`config.mk`:
```
export PLATFORM = sky130hd
export DESIGN_NAME = pc_sequencer_flat
export DESIGN_NICKNAME = d
export VERILOG_FILES = /design/src/rtl/pc_sequencer_if.sv /design/src/rtl/pc_sequencer.sv /design/src/flat_wrapper.sv
export SDC_FILE = /design/constraint.sdc
export NUM_CORES = 1
export LEC_CHECK = 0
export ABC_AREA = 1
export CAP_MARGIN = 5
export CORE_AREA = 3 3 110 112
export CTS_BUF_LIST = sky130_fd_sc_hd__clkbuf_16
export DETAILED_ROUTE_END_ITERATION = 16
export DIE_AREA = 0 0 113 115
export GPL_TIMING_DRIVEN = 0
export PLACE_DENSITY = 0.73
export SLEW_MARGIN = 15
export SYNTH_ARGS = -nofsm -noshare
export SYNTH_HDL_FRONTEND = slang
export SYNTH_SLANG_ARGS = --single-unit
```
`constraint.sdc`:
```
create_clock -name clock -period 3.3 [get_ports clock]
set_input_delay 0.33 -clock clock [delete_from_list [all_inputs] [get_ports clock]]
set_output_delay 0.33 -clock clock [all_outputs]
set_load 0.05 [all_outputs]
```
`src/rtl/pc_sequencer_if.sv`:
```
// Bundle between the control unit and the program-counter sequencer.
// The master side supplies the mode/condition/targets; the slave returns PC and stack status.
interface pc_sequencer_if #(
    parameter int unsigned ADDR_WIDTH  = 10,
    parameter int unsigned IMM_WIDTH   = 32,
    parameter int unsigned STACK_DEPTH = 8
);
    localparam int unsigned CntW = $clog2(STACK_DEPTH) + 1;

    logic                  enable;
    logic [2:0]            mode;
    logic                  taken;
    logic [IMM_WIDTH-1:0]  imm;
    logic [ADDR_WIDTH-1:0] reg_target;
    logic [ADDR_WIDTH-1:0] pc;
    logic [ADDR_WIDTH-1:0] next_pc;
    logic [CntW-1:0]       stack_count;
    logic                  halted;
    logic                  overflow;
    logic                  underflow;

    modport master (
        output enable, mode, taken, imm, reg_target,
        input  pc, next_pc, stack_count, halted, overflow, underflow
    );

    modport slave (
        input  enable, mode, taken, imm, reg_target,
        output pc, next_pc, stack_count, halted, overflow, underflow
    );
endinterface

```
`src/rtl/pc_sequencer.sv`:
```
// Registered program counter with next-address selection and a hardware return-address stack.
module pc_sequencer #(
    parameter int unsigned          ADDR_WIDTH  = 10,
    parameter int unsigned          IMM_WIDTH   = 32,
    parameter int unsigned          STACK_DEPTH = 8,
    parameter logic [ADDR_WIDTH-1:0] RESET_PC   = '0
) (
    input logic           clock,
    input logic           reset,
    pc_sequencer_if.slave bus
);
    localparam int unsigned CntW  = $clog2(STACK_DEPTH) + 1;
    localparam int unsigned IdxW  = $clog2(STACK_DEPTH);
    localparam int unsigned WideW = (IMM_WIDTH > ADDR_WIDTH) ? IMM_WIDTH : ADDR_WIDTH;

    localparam logic [2:0] ModeSeq  = 3'd0;
    localparam logic [2:0] ModeAbs  = 3'd1;
    localparam logic [2:0] ModeRel  = 3'd2;
    localparam logic [2:0] ModeJr   = 3'd3;
    localparam logic [2:0] ModeCall = 3'd4;
    localparam logic [2:0] ModeRet  = 3'd5;
    localparam logic [2:0] ModeHalt = 3'd6;

    typedef enum logic [0:0] {StRun, StHalted} state_t;

    state_t                state_q, state_d;
    logic [ADDR_WIDTH-1:0] pc_q, pc_d;
    logic [CntW-1:0]       count_q, count_d;
    logic                  ovf_q, ovf_d;
    logic                  unf_q, unf_d;
    logic                  push;

    logic [ADDR_WIDTH-1:0] stack_mem [STACK_DEPTH];

    logic [ADDR_WIDTH-1:0] seq;
    logic [ADDR_WIDTH-1:0] next_pc;
    logic [ADDR_WIDTH-1:0] abs_target;
    logic [ADDR_WIDTH-1:0] rel_target;
    logic [ADDR_WIDTH-1:0] stack_top;
    logic [WideW-1:0]      imm_zx;
    logic [WideW-1:0]      imm_sx;
    logic                  full;
    logic                  empty;

    // Target arithmetic shared by all modes; relative offsets wrap modulo the PC width.
    always_comb begin
        imm_zx     = WideW'(bus.imm);
        imm_sx     = WideW'($signed(bus.imm));
        seq        = pc_q + ADDR_WIDTH'(1);
        abs_target = imm_zx[ADDR_WIDTH-1:0];
        rel_target = pc_q + imm_sx[ADDR_WIDTH-1:0];
        full       = (count_q == CntW'(STACK_DEPTH));
        empty      = (count_q == '0);
        stack_top  = stack_mem[IdxW'(count_q - CntW'(1))];
    end

    // Next-address selection, stack bookkeeping and halt transition.
    always_comb begin
        next_pc = seq;
        state_d = state_q;
        count_d = count_q;
        ovf_d   = ovf_q;
        unf_d   = unf_q;
        push    = 1'b0;
        if (state_q == StHalted) begin
            next_pc = pc_q;
        end else begin
            case (bus.mode)
                ModeSeq: next_pc = seq;
                ModeAbs: if (bus.taken) next_pc = abs_target;
                ModeRel: if (bus.taken) next_pc = rel_target;
                ModeJr:  next_pc = bus.reg_target;
                ModeCall: begin
                    if (!full) next_pc = abs_target;
                    if (bus.enable) begin
                        if (full) begin
                            ovf_d = 1'b1;
                        end else begin
                            push    = 1'b1;
                            count_d = count_q + CntW'(1);
                        end
                    end
                end
                ModeRet: begin
                    if (!empty) next_pc = stack_top;
                    if (bus.enable) begin
                        if (empty) unf_d = 1'b1;
                        else       count_d = count_q - CntW'(1);
                    end
                end
                ModeHalt: begin
                    next_pc = pc_q;
                    if (bus.enable) state_d = StHalted;
                end
                default: next_pc = seq;
            endcase
        end
        pc_d = (bus.enable && state_q == StRun) ? next_pc : pc_q;
    end

    // State register with synchronous active-low reset.
    always_ff @(posedge clock) begin
        if (!reset) begin
            state_q <= StRun;
            pc_q    <= RESET_PC;
            count_q <= '0;
            ovf_q   <= 1'b0;
            unf_q   <= 1'b0;
        end else begin
            state_q <= state_d;
            pc_q    <= pc_d;
            count_q <= count_d;
            ovf_q   <= ovf_d;
            unf_q   <= unf_d;
        end
    end

    // Return-address storage; contents deliberately survive reset.
    always_ff @(posedge clock) begin
        if (reset && push) begin
            stack_mem[IdxW'(count_q)] <= seq;
        end
    end

    assign bus.pc          = pc_q;
    assign bus.next_pc     = next_pc;
    assign bus.stack_count = count_q;
    assign bus.halted      = (state_q == StHalted);
    assign bus.overflow    = ovf_q;
    assign bus.underflow   = unf_q;
endmodule
```
`src/flat_wrapper.sv`:
```
// flat-port wrapper written by rule: the top's interface ports become plain ports
module pc_sequencer_flat 
#(
    parameter int unsigned          ADDR_WIDTH  = 10,
    parameter int unsigned          IMM_WIDTH   = 32,
    parameter int unsigned          STACK_DEPTH = 8,
    parameter logic [ADDR_WIDTH-1:0] RESET_PC   = '0
)
  (clock, reset, bus_enable, bus_mode, bus_taken, bus_imm, bus_reg_target, bus_pc, bus_next_pc, bus_stack_count, bus_halted, bus_overflow, bus_underflow);
  pc_sequencer_if #(.ADDR_WIDTH(ADDR_WIDTH), .IMM_WIDTH(IMM_WIDTH), .STACK_DEPTH(STACK_DEPTH)) bus_i ();
  input logic clock;
  input logic reset;
  input wire logic [$bits(bus_i.enable)-1:0] bus_enable;
  input wire logic [$bits(bus_i.mode)-1:0] bus_mode;
  input wire logic [$bits(bus_i.taken)-1:0] bus_taken;
  input wire logic [$bits(bus_i.imm)-1:0] bus_imm;
  input wire logic [$bits(bus_i.reg_target)-1:0] bus_reg_target;
  output wire logic [$bits(bus_i.pc)-1:0] bus_pc;
  output wire logic [$bits(bus_i.next_pc)-1:0] bus_next_pc;
  output wire logic [$bits(bus_i.stack_count)-1:0] bus_stack_count;
  output wire logic [$bits(bus_i.halted)-1:0] bus_halted;
  output wire logic [$bits(bus_i.overflow)-1:0] bus_overflow;
  output wire logic [$bits(bus_i.underflow)-1:0] bus_underflow;
  assign bus_i.enable = bus_enable;
  assign bus_i.mode = bus_mode;
  assign bus_i.taken = bus_taken;
  assign bus_i.imm = bus_imm;
  assign bus_i.reg_target = bus_reg_target;
  assign bus_pc = bus_i.pc;
  assign bus_next_pc = bus_i.next_pc;
  assign bus_stack_count = bus_i.stack_count;
  assign bus_halted = bus_i.halted;
  assign bus_overflow = bus_i.overflow;
  assign bus_underflow = bus_i.underflow;
  pc_sequencer #(.ADDR_WIDTH(ADDR_WIDTH), .IMM_WIDTH(IMM_WIDTH), .STACK_DEPTH(STACK_DEPTH), .RESET_PC(RESET_PC)) u_core (.clock(clock), .reset(reset), .bus(bus_i));
endmodule
```
==> results of run 1 <==
worst min path at each step:
| stage | startpoint | endpoint | slack (ns) | cells after the start |
|---|---|---|---|---|
| 3_5_place_dp | u_core.bus.overflow | u_core.bus.overflow | 0.47 | 1 |
| 6_report | u_core.bus.overflow | u_core.bus.overflow | 0.48 | 1 |
| 2_1_floorplan | bus_enable | u_core.bus.pc[0] | 0.42 | 1 |
| 4_1_cts | u_core.bus.overflow | u_core.bus.overflow | 0.49 | 1 |
| 3_3_place_gp | u_core.bus.overflow | u_core.bus.overflow | 0.46 | 1 |
| 5_1_grt | u_core.bus.overflow | u_core.bus.overflow | 0.51 | 1 |
flip-flops by register name, indices dropped and copies added, names as in the netlist:
name                    cells
u_core.bus.underflow        1
u_core.bus.halted           1
u_core.bus.stack_count      4
u_core.bus.overflow         1
u_core.bus.pc              10
u_core.stack_mem           80
logic make-up after synthesis:
logic type	count (synthesis)	share of synthesized area
AND/OR/NAND/NOR	336	0.278
AO/OA/AOI/OAI	118	0.128
XOR/XNOR	6	0.00938
flip-flops	97	0.489
adder cells (fa/ha/maj)	13	0.0304
buffers and inverters	87	0.0652
where the power goes:
part	leakage [nW]	switching (mW)	internal (mW)	total [mW]
Combinational	1.67	0.506	0.240	0.746
Clock	0.144	0.428	0.574	1.00
Sequential	0.869	0.0286	1.36	1.39
final cells by class:
class | instances | share of cell area
sequential | 97 | 0.409
multi-input combinational | 473 | 0.383
inverter | 65 | 0.0371
tap | 143 | 0.0267
buffer | 20 | 0.0200
clock inverter | 7 | 0.00840
timing repair buffer | 57 | 0.0821
clock buffer | 9 | 0.0336
timing repair:
item | 4_1_cts | 5_1_grt
setup buffers | 1 | 0
resized for setup | 71 | 7
pin swaps | 5 | 0
endpoints found under the setup margin | 40 | 18
per-layer routing:
layer | GRT usage | wire [um] | vias up
met2 | 0.430 | 7900 | 226
met1 | 0.333 | 6830 | 2356
met3 | 0.0474 | 1230 | 55
met5 | 0 | 0 | -
met4 | 0.127 | 660 | 0
li1 | - | - | 2391
placed cells by master (no fill, tap or decap), drive strengths merged, types with 2 or more instances in the layout:
master         count
a21oi             28
a22oi              2
a31oi              3
a32oi              2
buf               27
clkbuf            17
clkdlybuf4s50     42
clkinv             3
dfxtp             17
edfxtp            80
ha                12
inv               67
nand2            166
nand3             75
nand4              7
nor2              74
nor3              11
o2111ai            2
o211ai            14
o21a               2
o21ai             59
o221ai             3
xnor2              2
xor2               4
==> results.md, run 1 <==
- Nets: 785
- CTS tree: built
- DRT Pass-1 Iters: 6
- Cells along the critical path: buf_4 -> inv_4 -> buf_12 -> ha_4 -> nand3_4 -> inv_2 -> buf_6 -> nor4_4 -> nand2_1 -> nor2_1
- Worst-Margin Slew: 1.12 ns
- Delay-heaviest family, CP: simple AND/OR/NAND/NOR gates
- Clock skew: 0.00611 ns
- Post-Syn Area: 5600 sq um
- Die height: 115 um
- Post-detail-place hpwl: 12000 um
- R2R depth: 10
- Die Area: 13000 sq um
- Worst setup margin: 0.126 ns
- Area of the multi-input gates: 2570 sq um
- CTS buffer count: 9
- Clock-pin slew reported for the worst setup and hold paths after clock tree synthesis: 0.06 ns
- DP Worst Slack: -0.731 ns
- Placeable Area: 11300 sq um
- Initial antenna violation count: 0
- Port bufs: 52
- Final wirelength: 16600 um
- Syn Inst Count: 657
- Post-route cell area: 6700 sq um
- Die Wd: 113 um
- Reg-to-reg critical path endpoint: u_core.stack_mem[1][1]
- Worst Setup Start Kind: flip-flop
- Bufs on Longest Clock Path: 2
- Distinct cells, synth: 47
- Tmin final: 3.17 ns
- Layout area overhead: 19.6%
- Rows: 39
- Syn Area/Cell: 8.53 sq um
- Number of global-route vias before repair: 4911
- I/O pins: 76
- Fill cell count: 995
- Worst hold slack: 0.484 ns
- Synth area leaders: edfxtp_1 (43%), nand2_1 (10%), nand3_1 (6.3%)
- Crit-path max FO: 19
- Register area: 2740 sq um
- Area share of the largest cell type after synthesis: 0.429
- Final Non-Filler Cells: 871
- Warnings, synthesis: 0
- Critical path depth: 10
- Outcome: finished, final reports clean
- Clock sinks: 97
- Dpl cell area: 6390 sq um
- GRT Total Usage: 0.261
- # hold bufs at CTS: 0
- Gpl congestion: 0.983
- Total power: 3.14 mW
- Synth area leader: edfxtp_1
- Lkg Pwr: 2.68 nW
- Maximum VDD drop: 0.279 mV
- CTS root buf: clkbuf_16
- Slowest cell on the critical path: nor2_1
- Type of the worst setup path: flip-flop to flip-flop
- Final setup fails: 0
- Layout cells sized above 1: 0.152
- Dpl cells: 856
- Routed WL per cell: 19.1 um
- Initial Util: 0.495
- Via density: 5.77
- Via count: 5028
- Top cells by count, synth: nand2_1 (153), edfxtp_1 (80), nand3_1 (70)
- Pwr Density: 468 nW/um^2
- ANT nets after route: 0
- Worst Setup EP: u_core.stack_mem[1][1]
- Max-slew violation count: 0
- Tcrit/Tclk final: 0.962
- Max frequency: 315 MHz
- Min-Delay Path Class: flip-flop to flip-flop
- Worst Setup SP: u_core.bus.stack_count[0]
- Worst setup EP type: flip-flop
- DR iter-0 viols: 396
- Pin count of the biggest net entering global routing: 20
- H-tree Lvls: 3
- Max_cap viols: 0
- WP data required: 3.26 ns
- N_diodes: 0
- Final hold vios: 0
- RR Startpoint: u_core.bus.stack_count[0]
- Sequential element share of the synthesized area: 0.489
- Post-Syn Nets: 719
- EDFF count, synth: 80
- #FFs+latches synth: 97
- Ys flop type: edfxtp_1
- Worst skew pair latency: 0.34 ns
- Most common cell in the netlist: nand2_1
- Arr. time, crit path: 3.13 ns
- RSZ-0062 raised after global routing: false
- Global-route wire length before repair: 26200 um
- GRT overflow: 0
- Worst reg-to-reg setup slack: 0.13 ns
- Final core area utilization: 0.592
- Setup TNS: 0 ns
- Crit path buf inv count: 5
- Slew margin rel.: 0.249
- # DRC: 0
- FFs w/ async S/R, synth: 0
- CP peak stage delay: 0.88 ns
No activity file was read; power rests on OpenSTA's default activity.
==> run 2: changes to the inputs <==
Settings changed: CTS_CLUSTER_DIAMETER set to 30, SETUP_SLACK_MARGIN set to 0.02, SLEW_MARGIN 15 to unset.
==> run 2 against run 1 <==
Net effect: clock power hardly changed; non-clock buffer count stayed put; sequential power hardly changed; critical endpoint is now bus_next_pc[8].
==> results.md, run 2 (synthesis results as in run 1) <==
- Max_cap viols: 0 (unchanged)
- Final Non-Filler Cells: 871 (unchanged)
- Layout cells sized above 1: 0.154 (+0.00137)
- Max reg flops: 80 (unchanged)
- H-tree Lvls: 3 (unchanged)
- # DRC: 0 (unchanged)
- Clock sinks: 97 (unchanged)
- Die Wd: 113 um (unchanged)
- Worst Setup Start Kind: flip-flop
- Worst reg-to-reg setup slack: 0.21 ns (+0.08 ns)
- DR iter-0 viols: 438 (+11%)
- Crit-path max FO: 19 (unchanged)
- Clock skew: 0.00669 ns (+0.000577 ns)
- Switching pwr: 0.963 mW (about the same)
- Most frequent cells in the layout: nand2_1 (153), edfxtp_1 (80), nand3_1 (70), nor2_1 (62), inv_1 (53)
- Final setup fails: 0 (unchanged)
- GRT overflow: 0 (unchanged)
- Via count: 5061 (+0.66%)
- Worst Hold Launch: u_core.bus.overflow
- Slew margin rel.: 0.240 (-0.00885)
- Die Area: 13000 sq um (unchanged)
- Port bufs: 52 (unchanged)
- CTS tree: built
- Layout area overhead: 19.7% (about the same)
- Die height: 115 um (unchanged)
- Worst Setup SP: u_core.bus.stack_count[0]
- Pin count of the biggest net entering global routing: 20 (unchanged)
- RSZ-0062 raised after global routing: false
- Nets: 785 (unchanged)
- Final wirelength: 16600 um (-0.31%)
- Gpl congestion: 0.983 (unchanged)
- Total power: 3.14 mW (about the same)
- Clock group share of total power: 0.320 (about the same)
- WP data required: 2.97 ns (-0.29 ns)
- DP Worst Slack: -0.731 ns (unchanged)
- Worst hold slack: 0.481 ns (-0.00213 ns)
- Tmin final: 3.13 ns (-0.0399 ns)
- Lkg Pwr: 2.68 nW (about the same)
- Post-detail-place hpwl: 12000 um (unchanged)
- Global-route wire length before repair: 26200 um (unchanged)
- GRT Total Usage: 0.261 (about the same)
- ANT nets after route: 0 (unchanged)
- Comb pwr share: 0.238 (about the same)
- Rows: 39 (unchanged)
- Max-slew violation count: 0 (unchanged)
- N_diodes: 0 (unchanged)
- Commonest non-fill, non-tap cell in the layout: nand2_1
- Worst setup margin: 0.166 ns (+0.0399 ns)
- Number of global-route vias before repair: 4925 (+0.29%)
- CTS buffer count: 9 (unchanged)
- Bufs on Longest Clock Path: 2 (unchanged)
- Biggest register: u_core.stack_mem
- Seq pwr share: 0.442 (about the same)
- Placeable Area: 11300 sq um (unchanged)
- Worst skew pair latency: 0.34 ns (about the same)
- Dpl cells: 856 (unchanged)
- Internal: 2.17 mW (about the same)
- Initial antenna violation count: 0 (unchanged)
- Type of the worst setup path: flip-flop to output port
- Arr. time, crit path: 2.80 ns (-0.33 ns)
- Worst hold stages: 1 (unchanged)
- Setup TNS: 0 ns (unchanged)
- CTS root buf: clkbuf_16
- # hold bufs at CTS: 0 (unchanged)
- Routed WL per cell: 19.0 um (-0.31%)
- R2R depth: 8 (-2)
- Max frequency: 319 MHz (+1.3%)
- DRT Pass-1 Iters: 5 (-1)
- Initial Util: 0.495 (unchanged)
- Tcrit/Tclk final: 0.950 (-0.0121)
- Worst-Margin Slew: 1.14 ns (+0.0132 ns)
- I/O pins: 76 (unchanged)
- Maximum VDD drop: 0.283 mV (+1.5%)
- Pwr Density: 468 nW/um^2 (about the same)
- Outcome: finished, final reports clean
- Final hold vios: 0 (unchanged)
- Switching Fraction: 0.307 (about the same)
- Clock-pin slew reported for the worst setup and hold paths after clock tree synthesis: 0.07 ns (about the same)
- RR Startpoint: u_core.bus.stack_count[1]
- Min-Delay Path Class: flip-flop to flip-flop
- Worst setup EP type: output port
- Via density: 5.81 (+0.66%)
## run 2: cell counts in the layout (fill, tap and decap cells not counted)
No cell type changed its count.
## run 2: power by group through the flow
stage / Clock, mW / Combinational, mW / Sequential [mW]
floorplan: 0 / 0.446 / 1.45
global placement: 0 / 0.714 / 1.41
detailed placement: 0 / 0.727 / 1.41
CTS: 1.01 / 0.737 / 1.39
global route: 1.06 / 0.811 / 1.39
finish: 1.00 / 0.745 / 1.39
## run 2: per-layer routing
| metal | GRT usage | vias to the layer above | share of wire |
|---|---|---|---|
| met5 | 0 | - | 0 |
| met2 | 0.429 | 242 | 0.48 |
| met1 | 0.331 | 2384 | 0.41 |
| li1 | - | 2389 | - |
| met3 | 0.0474 | 46 | 0.074 |
| met4 | 0.135 | 0 | 0.039 |
## run 2: through the flow
| stage | util | instance area (sq um) |
|---|---|---|
| 2_1_floorplan | - | 5630 |
| 3_3_place_gp | 0.559 | 6330 |
| 3_5_place_dp | 0.565 | 6390 |
| 4_1_cts | 0.591 | 6690 |
| 5_1_grt | 0.593 | 6710 |
| 6_report | 0.593 | 6710 |
## run 2: final timing paths
check | endpoint
hold reg to reg | u_core.bus.overflow
setup reg to reg | u_core.stack_mem[1][1]
hold / removal | u_core.bus.overflow
setup / recovery | bus_next_pc[8]
## run 2: repair_timing
| action | CTS | global route |
|---|---|---|
| resized for setup | 73 | 6 |
| endpoints found under the setup margin | 46 | 6 |
| pin swaps | 5 | 0 |
| buffers inserted | 1 | 0 |
## run 2: critical path: stages (launching register included)
cell	delay (ns)
dfxtp_2	0.34
buf_4	0.16
inv_2	0.16
buf_12	0.18
ha_4	0.20
inv_1	0.09
nand2_1	0.08
nand2_2	0.16
nor2_4	0.18
nand3_1	0.11
nand3_1	0.13
nand2_1	0.08
nand2_1	0.07
inv_1	0.04
nand3_2	0.06
nand2_2	0.06
o21ai_2	0.13
buf_4	0.22
## run 2: area by class of cell
type	count	area, sq um
inverter	65	246
tap	143	179
multi-input combinational	473	2570
sequential	97	2740
fill	989	4610
clock buffer	9	225
buffer	20	140
clock inverter	7	56.3
timing repair buffer	57	551
==> run 3: changes to the inputs <==
Settings changed: CTS_CLUSTER_SIZE set to 30, SKIP_LAST_GASP set to 1.
==> results of run 3 <==
Same layout as run 2: the final DEF is identical, and so are final timing and power.
